### src/rtl/ls_est_grouper.sv
// Packs serial DMRS LS channel estimates into 3-slot I/Q vectors for the averager.
// Groups close at the latched size (2 or 3) or early on in_last; unused slots are driven 0.
module ls_est_grouper #(
  parameter int unsigned DATA_WIDTH = 16,
  parameter int unsigned GCNT_WIDTH = 8
) (
  input  logic                    clk,
  input  logic                    rst,
  input  logic [DATA_WIDTH-1:0]   in_i,
  input  logic [DATA_WIDTH-1:0]   in_q,
  input  logic                    in_vld,
  input  logic                    in_last,
  input  logic                    cfg_group3,
  output logic [3*DATA_WIDTH-1:0] i_grouped,
  output logic [3*DATA_WIDTH-1:0] q_grouped,
  output logic [1:0]              parallel_mode,
  output logic                    out_vld,
  output logic                    seg_done,
  output logic [GCNT_WIDTH-1:0]   grp_cnt
);

  localparam int unsigned GW = 3 * DATA_WIDTH;
  localparam logic [DATA_WIDTH-1:0] ZERO = '0;

  typedef enum logic [1:0] {
    ST_EMPTY = 2'd0,
    ST_ONE   = 2'd1,
    ST_TWO   = 2'd2
  } state_t;

  state_t                r_state, w_state_nxt;
  logic                  r_gsz3, w_gsz3_nxt;
  logic                  r_restart;
  logic [DATA_WIDTH-1:0] r_s0_i, r_s0_q, r_s1_i, r_s1_q;
  logic [DATA_WIDTH-1:0] w_s0_i_nxt, w_s0_q_nxt, w_s1_i_nxt, w_s1_q_nxt;
  logic                  w_close;
  logic [GW-1:0]         w_i_grp, w_q_grp;
  logic [1:0]            w_mode;
  logic [GCNT_WIDTH-1:0] w_gcnt_nxt;

  always_ff @(posedge clk) begin
    if (!rst) r_state <= ST_EMPTY;
    else      r_state <= w_state_nxt;
  end

  // Slot filling and group-close decode; group size is latched on the first sample.
  always_comb begin
    w_state_nxt = r_state;
    w_gsz3_nxt  = r_gsz3;
    w_s0_i_nxt  = r_s0_i;
    w_s0_q_nxt  = r_s0_q;
    w_s1_i_nxt  = r_s1_i;
    w_s1_q_nxt  = r_s1_q;
    w_close     = 1'b0;
    w_i_grp     = '0;
    w_q_grp     = '0;
    w_mode      = 2'b00;
    if (in_vld) begin
      case (r_state)
        ST_EMPTY: begin
          w_gsz3_nxt = cfg_group3;
          w_s0_i_nxt = in_i;
          w_s0_q_nxt = in_q;
          if (in_last) begin
            // Single-sample group: duplicate so a 2-input average returns s0.
            w_close = 1'b1;
            w_i_grp = {in_i, in_i, ZERO};
            w_q_grp = {in_q, in_q, ZERO};
          end else begin
            w_state_nxt = ST_ONE;
          end
        end
        ST_ONE: begin
          w_s1_i_nxt = in_i;
          w_s1_q_nxt = in_q;
          if (in_last || !r_gsz3) begin
            w_close     = 1'b1;
            w_i_grp     = {r_s0_i, in_i, ZERO};
            w_q_grp     = {r_s0_q, in_q, ZERO};
            w_state_nxt = ST_EMPTY;
          end else begin
            w_state_nxt = ST_TWO;
          end
        end
        ST_TWO: begin
          w_close     = 1'b1;
          w_i_grp     = {r_s0_i, r_s1_i, in_i};
          w_q_grp     = {r_s0_q, r_s1_q, in_q};
          w_mode      = 2'b01;
          w_state_nxt = ST_EMPTY;
        end
        default: w_state_nxt = ST_EMPTY;
      endcase
    end
    if (r_restart)      w_gcnt_nxt = GCNT_WIDTH'(1);
    else if (&grp_cnt)  w_gcnt_nxt = grp_cnt;
    else                w_gcnt_nxt = grp_cnt + GCNT_WIDTH'(1);
  end

  always_ff @(posedge clk) begin
    if (!rst) begin
      r_gsz3        <= 1'b1;
      r_restart     <= 1'b0;
      r_s0_i        <= '0;
      r_s0_q        <= '0;
      r_s1_i        <= '0;
      r_s1_q        <= '0;
      i_grouped     <= '0;
      q_grouped     <= '0;
      parallel_mode <= 2'b00;
      out_vld       <= 1'b0;
      seg_done      <= 1'b0;
      grp_cnt       <= '0;
    end else begin
      r_gsz3   <= w_gsz3_nxt;
      r_s0_i   <= w_s0_i_nxt;
      r_s0_q   <= w_s0_q_nxt;
      r_s1_i   <= w_s1_i_nxt;
      r_s1_q   <= w_s1_q_nxt;
      out_vld  <= w_close;
      seg_done <= w_close && in_last;
      if (w_close) begin
        i_grouped     <= w_i_grp;
        q_grouped     <= w_q_grp;
        parallel_mode <= w_mode;
        grp_cnt       <= w_gcnt_nxt;
        r_restart     <= in_last;
      end
    end
  end

endmodule

### config.mk
export PLATFORM = sky130hd
export DESIGN_NAME = ls_est_grouper
export DESIGN_NICKNAME = d
export VERILOG_FILES = /design/src/rtl/ls_est_grouper.sv
export SDC_FILE = /design/constraint.sdc
export NUM_CORES = 1
export LEC_CHECK = 0
export ABC_AREA = 1
export CAP_MARGIN = 20
export CORE_UTILIZATION = 46
export CTS_BUF_LIST = sky130_fd_sc_hd__clkbuf_8 sky130_fd_sc_hd__clkbuf_16
export DETAILED_ROUTE_END_ITERATION = 10
export PLACE_DENSITY = 0.82
export SYNTH_ARGS = -nofsm -noshare
export SYNTH_HDL_FRONTEND = slang
export SYNTH_SLANG_ARGS = --single-unit
### constraint.sdc
create_clock -name clk -period 1.5 [get_ports clk]
set_input_delay 0.375 -clock clk [delete_from_list [all_inputs] [get_ports clk]]
set_output_delay 0.375 -clock clk [all_outputs]
set_load 0.01 [all_outputs]
## Word level (Yosys, flattened, before mapping)

Cells that the tools add are included.

- $add $sub $neg: 1
- Equal/unequal tests: 4
- Mux-type cells: 19
- Reductions and logical operators: 9

Operators with widths:

| cell | number |
|---|---|
| 48-bit 2-to-1 mux | 6 |
| 48-bit case mux with 3 select lines | 2 |
| 8-bit 2-to-1 mux | 2 |
| 8-bit by 1-bit adder with 8-bit output (second input constant) | 1 |
| 2-bit AND reduction | 4 |
| 8-bit AND reduction | 1 |
| 1-bit 2-to-1 mux | 5 |
| 2-bit 2-to-1 mux | 2 |
| 2-bit != test (second input constant) | 2 |
| 2-bit case mux with 2 select lines | 1 |
| 1-bit case mux with 3 select lines | 1 |
| 2-bit by 1-bit == test with 1-bit output (second input constant) | 1 |
| 2-bit == test (second input constant) | 1 |
| 2-bit logical NOT | 1 |
| 1-bit logical AND | 1 |
| 1-bit logical NOT | 1 |
| 1-bit logical OR | 1 |

- Bits in registers: 176
- Input bits: 37
- Output and inout bits: 108

## Longest topological paths before layout

Gate-level depths: netlist of run 1.

- Word-level depth: 6
- Mapped depth: 11
- Gate-level depth less buffers: 10

## Least setup slack after synthesis of run 1

Ideal clock, no wire load.

- Path type: reg2reg
- Start point: register grp_cnt[0]
- End point: register grp_cnt[1]
- Setup time: 0.115 ns
- Arrival time: 1.422 ns
- Path slack: -0.036 ns
- Stages on the path, launching flop included: 9
- Path buffers: 0
- Path through: dfxtp_1 -> ha_1 -> nand2_1 -> nor2_1 -> nand3_1 -> nand3_1 -> nand2_1 -> nand2_1 -> nor2_1

- Word-level cells in the longest chain between the ends: 3
- Elaborated cells between the ends (all ways): 6

RTL lines:

| element | line | RTL |
|---|---|---|
| from (decl) | 19 | `output logic [GCNT_WIDTH-1:0] grp_cnt` |
| from (signal assigned) | 126 | `grp_cnt <= w_gcnt_nxt;` |
| 8-bit by 1-bit adder with 8-bit output / 8-bit AND reduction (equally long branches) | 97, 96 |  |
| 8-bit 2-to-1 mux / 2-bit != test (equally long branches) | - |  |
| 8-bit 2-to-1 mux / 2-bit AND reduction (equally long branches) | - |  |

Parallel ways exist; a longest one is shown, timed or not. The select of a mux whose other input is x is not followed.
A chain may end at the register's enable or synchronous reset.

## Worst setup path after layout of run 1

- Start point: register i_grouped[32]
- End point: output port i_grouped[32]

RTL lines:

| element | line | RTL |
|---|---|---|
| from (decl) | 14 | `output logic [3*DATA_WIDTH-1:0] i_grouped,` |
| from (signal assigned) | 123 | `i_grouped <= w_i_grp;` |

No word-level cell between the ends.

==> results of run 1 <==
metrics by stage:
step / setup WS [ns] / cell area [sq um] / hold WS [ns]
after floorplan: 0.02403 / 6903 / 0.4240
after global placement: -0.4540 / 8720 / 0.4322
after detailed placement: -0.4729 / 8720 / 0.4395
after CTS: 0.006314 / 9216 / 0.3188
after global routing: 0.001184 / 9265 / 0.3530
final: 0.03266 / 9265 / 0.3350
metal layers:
metal / share of wire [%] / track usage (%) / wire length (um)
met5: 0 / 0 / 0
met4: 1.3 / 6.662 / 252
met3: 8.4 / 6.916 / 1675
met2: 47 / 41.27 / 9267
met1: 44 / 33.63 / 8728
worst reg2reg max path, cell delays in order, from the launching register on:
cell	delay, ns
dfxtp_2	0.33
buf_4	0.15
nor2_4	0.17
nand3_1	0.16
buf_4	0.22
o21ai_0	0.25
report_power, final:
| part | switching [mW] | internal (mW) | total [mW] |
|---|---|---|---|
| logic | 0.704 | 0.462 | 1.17 |
| registers | 0.0937 | 4.84 | 4.94 |
| clock network | 1.87 | 2.49 | 4.37 |
area by class of cell:
cell class / count / area (sq um)
clock buffer: 18 / 439.2
clock inverter: 14 / 142.6
fill: 1259 / 5324
inverter: 68 / 260.3
multi-input combinational: 614 / 2873
sequential: 175 / 3512
tap: 184 / 230.2
timing repair buffer: 188 / 1808
cells in the mapped netlist (all sizes together), types with 2 or more instances:
cell	number
nand2	209
inv	67
nand4	2
dfxtp	175
o21ai	164
nand3	109
buf	37
a21oi	103
nor2	22
clkbuf	31
how the worst max path moves through the flow:
stage / startpoint / to / slack (ns) / cells past startpoint
after floorplan: grp_cnt[0]$_SDFFE_PN0P_ / grp_cnt[1]$_SDFFE_PN0P_ / 0.02 / 8
after global placement: in_last / i_grouped[35]$_SDFFE_PN0P_ / -0.45 / 10
after detailed placement: in_last / i_grouped[35]$_SDFFE_PN0P_ / -0.47 / 10
after CTS: grp_cnt[0]$_SDFFE_PN0P_ / grp_cnt[0] / 0.006 / 2
after global routing: grp_cnt[1]$_SDFFE_PN0P_ / grp_cnt[1] / 0.001 / 2
final: i_grouped[32]$_SDFFE_PN0P_ / i_grouped[32] / 0.03 / 1
flip-flops by register name, indices dropped and copies added, names as in the netlist:
register,cells
r_s1_i,16
r_state,2
out_vld,1
q_grouped,48
r_restart,1
parallel_mode,1
i_grouped,48
seg_done,1
grp_cnt,8
r_s0_i,16
r_s1_q,16
r_s0_q,16
r_gsz3,1
cell families after synthesis:
kind of cell    after synthesis  synth area share [%]
simple gates                344                 21.13
compound gates              268                 19.54
flops                       175                 50.79
buf+inv                     136                 8.307
fa+ha+maj                     1                0.1814
other cells                   1               0.05436
what timing repair did:
action                                  CTS  global route
endpoints found under the setup margin  121            77
gates resized for setup                 117            14
cloned                                    1             1
==> qor.yml, run 1 <==
run_status:
  status: "finished, final reports clean"
yosys:
  ys_seq_area_share_pct: 50.79
  syn-num-nets: 963
  synth_cells: 925
  synth-main-ff-cell: "dfxtp_1"
  async_flop_share_pct: 0
  yosys.cell_types.count: 24
  synth_area_sq_um: 6898
  synth_area_per_cell_sq_um: 7.457
  synth_area_leader_cell: "dfxtp_1"
  synth_edf_count: 0
  yosys-top-cells-area: "dfxtp_1, nand2_1, o21ai_0, nand3_1, a21oi_1"
  synth-seq-cells: 175
  synth_top_area_share_pct: 50.79
  yosysWarnings: 0
route:
  drt_wl_total_um: 19920
  vias: 6872
  viasPerCell: 5.450
  post-route-drc-count: 0
  firstDrtPassIters: 7
  ant_nets: 0
  first_iter_violations: 775
  routedWlPerCell_um: 15.80
place:
  io_buffers: 143
  dp_hpwl_um: 12520
  place_inst: 1227
  place.gp.congestion: 0.8513
floorplan:
  die_area_sq_um: 15490
  rows: 44
  num_io_pins: 145
  coreArea_sq_um: 14590
  die_x_um: 124.5
  die_h_um: 124.5
  start_util_pct: 47.28
power_and_ir_drop:
  peakVddDrop_mv: 0.8312
  power_mw: 10.47
  power_density_nw_per_um2: 1130
  power_leakage_nw: 4.495
critical_path:
  end_kind: "primary output"
  worst-path-max-fanout: 2
  critPathBufInv: 1
  critical-path-top-delay-family: "flip-flops"
  cp.required_ns: 1.12
  r2r-end: "q_grouped[1]$_SDFFE_PN0P_"
  slowest_stage: "dfxtp_1"
  worst_r2r_startpoint: "r_state[0]$_SDFFE_PN0P_"
  cp_slowest_stage_delay_ns: 0.38
  critPathArrivalTime_ns: 1.09
  r2r_setup_slack_ns: 0.12
  setup.worst_path.class: "reg -> out"
  start_kind: "register"
  reg2regPathDepth: 5
  crit_chain: "dlygate4sd2_1"
sta:
  hold_viol: 0
  finalCriticalPeriod_ns: 1.467
  min_period_over_period_pct: 97.82
  final_max_slew_viol_count: 0
  final.setup.tns_ns: 0
  setup_viol: 0
  clock_skew_ns: 0.005961
  rsz0062_at_grt: "no"
  fmax_mhz: 681.5
finish:
  final_common_cell: "nand2_1"
  finalNetCount: 1102
  drive_above_1_share_pct: 9.471
  final_cell_mix: "nand2_1, dfxtp_1, o21ai_0"
  instances_no_fill: 1261
  area_growth_pct: 34.32
  fin_util_pct: 63.51
  antenna_cells: 0
worst_hold_path:
  hold_end: "r_s0_i[12]$_SDFFE_PN0P_"
  worst_hold_startpoint: "rst"
  hold_class: "in -> reg"
  min_delay_path_depth: 3
clock_tree:
  numCtsBuffers: 17
  clk_path_buf_depth: 2
  post_cts_buffers: 0
  numClockSinks: 175
  cts_hold_buf: 0
  cts_tree: "yes"
  path_clk_slew_ns: 0.07
  h-tree-depth: 4
  cts-root-buf: "clkbuf_16"
  clock_latency_ns: 0.42
grt:
  track_usage_pct: 25.57
  antenna_found_initial: 0
  first_global_vias: 6433
  grt_pass1_wl_um: 32220
  grt_max_degree: 79
  grt_overflow: 0
job:
  maxCapViolCount: 0
Power figures use the tool's default switching activity.
==> run 2: changes to the inputs <==
--- a/config.mk
+++ b/config.mk
@@ -7,9 +7,11 @@
 export LEC_CHECK = 0
 export ABC_AREA = 1
 export CAP_MARGIN = 20
+export CORE_MARGIN = 1
 export CORE_UTILIZATION = 46
 export CTS_BUF_LIST = sky130_fd_sc_hd__clkbuf_8 sky130_fd_sc_hd__clkbuf_16
 export DETAILED_ROUTE_END_ITERATION = 10
+export MAX_ROUTING_LAYER = met4
 export PLACE_DENSITY = 0.82
 export SYNTH_ARGS = -nofsm -noshare
 export SYNTH_HDL_FRONTEND = slang
==> qor.yml, run 2 (same netlist as run 1, synthesis figures left out) <==
power_and_ir_drop:
  pwr-share-seq_pct: 47.1
  power_leakage_nw: 4.495
  swShare_pct: 25.55
  peakVddDrop_mv: 0.8309
  power_density_nw_per_um2: 1131
  power_frac_comb_pct: 11.1
  power.switching_mw: 2.677
  p_clk_share_pct: 41.7
  internal_power_mw: 7.800
critical_path:
  critical-path-top-delay-family: "flip-flops"
  endpoint: "i_grouped[32]"
  cp.required_ns: 1.12
  worst_r2r_startpoint: "r_state[0]$_SDFFE_PN0P_"
  slowest_stage: "dfxtp_1"
  critPathBufInv: 1
  cp-startpoint: "i_grouped[32]$_SDFFE_PN0P_"
  worst-path-max-fanout: 2
  reg2regPathDepth: 5
  cp_slowest_stage_delay_ns: 0.39
  setup.worst_path.class: "reg -> out"
  critPathArrivalTime_ns: 1.10
  cp_num_cells: 1
  end_kind: "primary output"
  r2r_setup_slack_ns: 0.11
  start_kind: "register"
  r2r-end: "q_grouped[1]$_SDFFE_PN0P_"
  crit_chain: "dlygate4sd2_1"
route:
  drt_wl_total_um: 19950
  first_iter_violations: 713
  post-route-drc-count: 0
  viasPerCell: 5.446
  routedWlPerCell_um: 15.82
  wl_met1_um: 9014
  vias: 6867
  wl_met2_um: 9298
  route.met3.wl_um: 1415
  firstDrtPassIters: 6
  ant_nets: 0
  route.top_layer_used: "met4"
floorplan:
  rows: 44
  coreArea_sq_um: 14590
  start_util_pct: 47.28
  num_io_pins: 145
  die_area_sq_um: 15490
  die_h_um: 124.5
  die_x_um: 124.5
finish:
  fillerInstances: 1259
  seq_area_sq_um: 3512
  instances_no_fill: 1261
  finalNetCount: 1102
  fin_util_pct: 63.51
  drive_above_1_share_pct: 9.471
  final_cell_mix: "nand2_1, dfxtp_1, o21ai_0"
  final_common_cell: "nand2_1"
  antenna_cells: 0
  area_growth_pct: 34.32
  top_regs: "i_grouped: 48 flops, q_grouped: 48 flops"
  multi_input_area_sq_um: 2873
job:
  maxCapViolCount: 0
sta:
  clock_skew_ns: 0.005927
  fmax_mhz: 678.6
  hold_viol: 0
  timing.final.ws_setup_ns: 0.02632
  finalCriticalPeriod_ns: 1.474
  setup_viol: 0
  rsz0062_at_grt: "no"
  final_max_slew_viol_count: 0
  min_period_over_period_pct: 98.25
clock_tree:
  cts_hold_buf: 0
  cts-root-buf: "clkbuf_16"
  numCtsBuffers: 17
  cts_tree: "yes"
  path_clk_slew_ns: 0.07
  numClockSinks: 175
  h-tree-depth: 4
  clock_latency_ns: 0.42
  clk_path_buf_depth: 2
  post_cts_buffers: 0
grt:
  antenna_found_initial: 0
  grt_max_degree: 79
  grt_overflow: 0
  first_global_vias: 6422
  grt_pass1_wl_um: 32220
  track_usage_pct: 26.33
run_status:
  status: "finished, final reports clean"
place:
  place_inst: 1227
  place.gp.congestion: 0.8648
  post-place-ws_ns: -0.4729
  dp_hpwl_um: 12520
  io_buffers: 143
worst_hold_path:
  hold_class: "in -> reg"
[run 2: cell counts in the layout (fill, tap and decap cells not counted)]
No cell type changed its count.
[run 2: worst min-delay path by stage]
stage | from | endpoint | slack, ns | cells past startpoint
2_1_floorplan | r_s0_i[12]$_SDFFE_PN0P_ | r_s0_i[12]$_SDFFE_PN0P_ | 0.42 | 2
3_3_place_gp | r_s0_i[4]$_SDFFE_PN0P_ | r_s0_i[4]$_SDFFE_PN0P_ | 0.43 | 2
3_5_place_dp | r_s0_i[4]$_SDFFE_PN0P_ | r_s0_i[4]$_SDFFE_PN0P_ | 0.44 | 2
4_1_cts | rst | r_s0_i[12]$_SDFFE_PN0P_ | 0.32 | 3
5_1_grt | rst | r_s0_i[13]$_SDFFE_PN0P_ | 0.35 | 3
6_report | rst | r_s0_i[12]$_SDFFE_PN0P_ | 0.33 | 3
[run 2: cell type report]
type                       count  share of cell area (%)
timing repair buffer         188                   19.51
multi-input combinational    614                   31.01
clock inverter                14                   1.540
sequential                   175                   37.91
clock buffer                  18                   4.740
inverter                      68                   2.809
tap                          184                   2.485
[run 2: power by group through the flow]
stage,Combinational [mW],Sequential [mW],Clock [mW]
5_1_grt,1.28,4.96,4.60
2_1_floorplan,0.577,5.06,0
3_5_place_dp,1.16,5.04,0
4_1_cts,1.14,4.93,4.40
6_report,1.17,4.94,4.37
3_3_place_gp,1.14,5.03,0
[run 2: worst min-delay path, stage by stage]
cell     delay, ns
buf_4         0.19
o21ai_0       0.10
a21oi_1       0.04
[run 2: routing by layer]
metal	global-route usage (%)	vias to the layer above
li1	-	3344
met1	33.93	3256
met2	41.05	250
met3	6.830	17
met4	6.662	0
met5	-	-
[run 2: what timing repair did]
item                       CTS  global route
gates cloned                 1             1
setup endpoints to repair  121            77
hold endpoints to repair     0             0
gates resized for setup    117            14
[run 2: per-stage QoR]
step / area, sq um / power [mW] / hold slack (ns) / TNS [ns]
2_1_floorplan: 6903 / 5.637 / 0.4240 / 0
3_3_place_gp: 8720 / 6.171 / 0.4322 / -61.09
3_5_place_dp: 8720 / 6.194 / 0.4395 / -61.41
4_1_cts: 9216 / 10.48 / 0.3188 / 0
5_1_grt: 9265 / 10.84 / 0.3530 / 0
6_report: 9265 / 10.48 / 0.3307 / 0
==> run 3: changes to the inputs <==
--- a/config.mk
+++ b/config.mk
@@ -8,11 +8,12 @@
 export ABC_AREA = 1
 export CAP_MARGIN = 20
 export CORE_MARGIN = 1
-export CORE_UTILIZATION = 46
+export CORE_UTILIZATION = 57
 export CTS_BUF_LIST = sky130_fd_sc_hd__clkbuf_8 sky130_fd_sc_hd__clkbuf_16
 export DETAILED_ROUTE_END_ITERATION = 10
+export DONT_BUFFER_PORTS = 1
 export MAX_ROUTING_LAYER = met4
-export PLACE_DENSITY = 0.82
+export PLACE_DENSITY = 0.81
 export SYNTH_ARGS = -nofsm -noshare
 export SYNTH_HDL_FRONTEND = slang
 export SYNTH_SLANG_ARGS = --single-unit
==> constraint.sdc (replaced) <==
create_clock -name clk -period 1.5 [get_ports clk]
set_input_delay 0.3 -clock clk [delete_from_list [all_inputs] [get_ports clk]]
set_output_delay 0.3 -clock clk [all_outputs]
set_load 0.01 [all_outputs]
==> qor.yml, run 3 (same netlist as run 1, synthesis figures left out) <==
job:
  maxCapViolCount: 0
clock_tree:
  cts-root-buf: "clkbuf_16"
  path_clk_slew_ns: 0.07
  clk_path_buf_depth: 2
  cts_tree: "yes"
  clock_latency_ns: 0.43
  numClockSinks: 175
  numCtsBuffers: 17
  h-tree-depth: 4
grt:
  grt_overflow: 0
  grt_max_degree: 169
  antenna_found_initial: 0
  first_global_vias: 5648
  track_usage_pct: 29.43
  grt_pass1_wl_um: 28530
critical_path:
  critPathArrivalTime_ns: 1.79
  critical-path-top-delay-family: "buffers and inverters"
  crit_chain: "inv_2 > nor2_4 > nand2_2 > buf_4 > nand2_2 > nand2_4 > inv_2 > nand2_4 > buf_4 > o21ai_1"
  cp.required_ns: 1.86
  cp_slowest_stage_delay_ns: 0.35
  worst-path-max-fanout: 13
  critPathBufInv: 4
  start_kind: "register"
  slowest_stage: "dfxtp_2"
  setup.worst_path.class: "reg -> reg"
  end_kind: "register"
route:
  routedWlPerCell_um: 16.84
  vias: 6175
  first_iter_violations: 664
  post-route-drc-count: 13
  drt_wl_total_um: 18070
  ant_nets: 0
  firstDrtPassIters: 11
  viasPerCell: 5.755
floorplan:
  start_util_pct: 59.39
  coreArea_sq_um: 11610
  rows: 39
  die_area_sq_um: 12550
  num_io_pins: 145
  die_h_um: 112.0
  die_x_um: 112.0
sta:
  finalCriticalPeriod_ns: 1.430
  setup_viol: 0
  hold_viol: 0
  fmax_mhz: 699.4
  final_max_slew_viol_count: 0
  min_period_over_period_pct: 95.33
  clock_skew_ns: 0.009702
finish:
  final_cell_mix: "nand2_1, dfxtp_1, o21ai_0"
  antenna_cells: 0
  area_growth_pct: 14.86
  finalNetCount: 955
  instances_no_fill: 1073
  drive_above_1_share_pct: 9.677
  final_common_cell: "nand2_1"
  fin_util_pct: 68.22
  top_regs: "i_grouped: 48 flops, q_grouped: 48 flops"
  design_area_sq_um: 7923
place:
  dpl_cell_area_sq_um: 7127
  io_buffers: 0
  place.gp.congestion: 0.8301
  place_inst: 1033
  dp_hpwl_um: 10630
power_and_ir_drop:
  power_leakage_nw: 3.488
  power_density_nw_per_um2: 1287
  power_frac_comb_pct: 7.8
  internal_power_mw: 7.748
  swShare_pct: 24.02
  pwr-share-seq_pct: 48.9
  power_mw: 10.20
  power.switching_mw: 2.450
  peakVddDrop_mv: 0.8295
  p_clk_share_pct: 43.3
worst_hold_path:
  hold_class: "in -> reg"
run_status:
  status: "finished with violations"
  violations: "DRC"
run 3: changes by cell type in the layout (fill, tap and decap cells not counted), moves of 3 or more:
| cell | delta |
|---|---|
| buf_4 | -12 |
| buf_6 | +3 |
| buf_8 | +3 |
| clkbuf_8 | +3 |
| clkdlybuf4s50_1 | -33 |
| clkinvlp_4 | -4 |
| dfxtp_1 | +5 |
| dfxtp_2 | -5 |
| dlygate4sd2_1 | -106 |
| dlygate4sd3_1 | +3 |
| o21ai_1 | -3 |
| o21ai_2 | +3 |
run 3: final cells by class:
| type | instances | area [sq um] |
|---|---|---|
| Timing Repair Buffer | 41 | 489.2 |
| Sequential cell | 175 | 3506 |
| Multi-Input combinational cell | 614 | 2887 |
| Clock inverter | 11 | 113.9 |
| Fill cell | 961 | 3691 |
| Clock buffer | 21 | 480.5 |
| Inverter | 68 | 267.8 |
| Tap cell | 143 | 178.9 |
run 3: routing by layer:
layer  vias up  wire [um]  track usage (%)
met2       241       8247            44.18
met1      2870       7731            36.73
met3        20       1919            10.83
met5         -          0                -
met4         0        176            9.333
li1       3044          -                -
run 3: worst reg2reg max path, delay by kind of cell (launching register included):
| family | cells | cell delay (ns) |
|---|---|---|
| DFF | 1 | 0.35 |
| buffers and inverters | 4 | 0.46 |
| AOI/OAI and AO/OA | 1 | 0.14 |
| and+or+nand+nor | 5 | 0.39 |
run 3: path summary, 6_finish.rpt:
kind	from	end	slack (ns)	depth (start not counted)
min	in_i[0]	r_s1_i[0]$_SDFFE_PN0P_	0.01	2
min reg2reg	r_s0_i[1]$_SDFFE_PN0P_	r_s0_i[1]$_SDFFE_PN0P_	0.45	2
max reg2reg	r_state[0]$_SDFFE_PN0P_	q_grouped[24]$_SDFFE_PN0P_	0.07	10
max	r_state[0]$_SDFFE_PN0P_	q_grouped[24]$_SDFFE_PN0P_	0.07	10
run 3: power groups by stage:
stage / registers (mW) / logic, mW / clock network, mW
3_5_place_dp: 5.08 / 0.728 / 0
5_1_grt: 5.01 / 0.890 / 4.68
6_report: 4.99 / 0.794 / 4.42
4_1_cts: 4.98 / 0.742 / 4.44
3_3_place_gp: 5.08 / 0.714 / 0
2_1_floorplan: 5.06 / 0.577 / 0
run 3: metrics by stage:
step | worst slack (ns) | TNS, ns | hold WS [ns]
finish | 0.07010 | 0 | 0.01034
global route | -0.01842 | -0.1931 | 0.01084
CTS | 0.01755 | 0 | 0.001887
detailed placement | -0.1307 | -1.629 | 0.4078
global placement | -0.1411 | -1.880 | 0.4124
floorplan | 0.02403 | 0 | 0.4132
run 3: timing repair:
item                                    CTS  global route
pin swaps                                 0             0
resized for setup                         4            22
endpoints found under the hold margin     6             1
hold buffers                              2             1
cloned                                    0             4
endpoints found under the setup margin   45           101
buffers inserted                          0             1
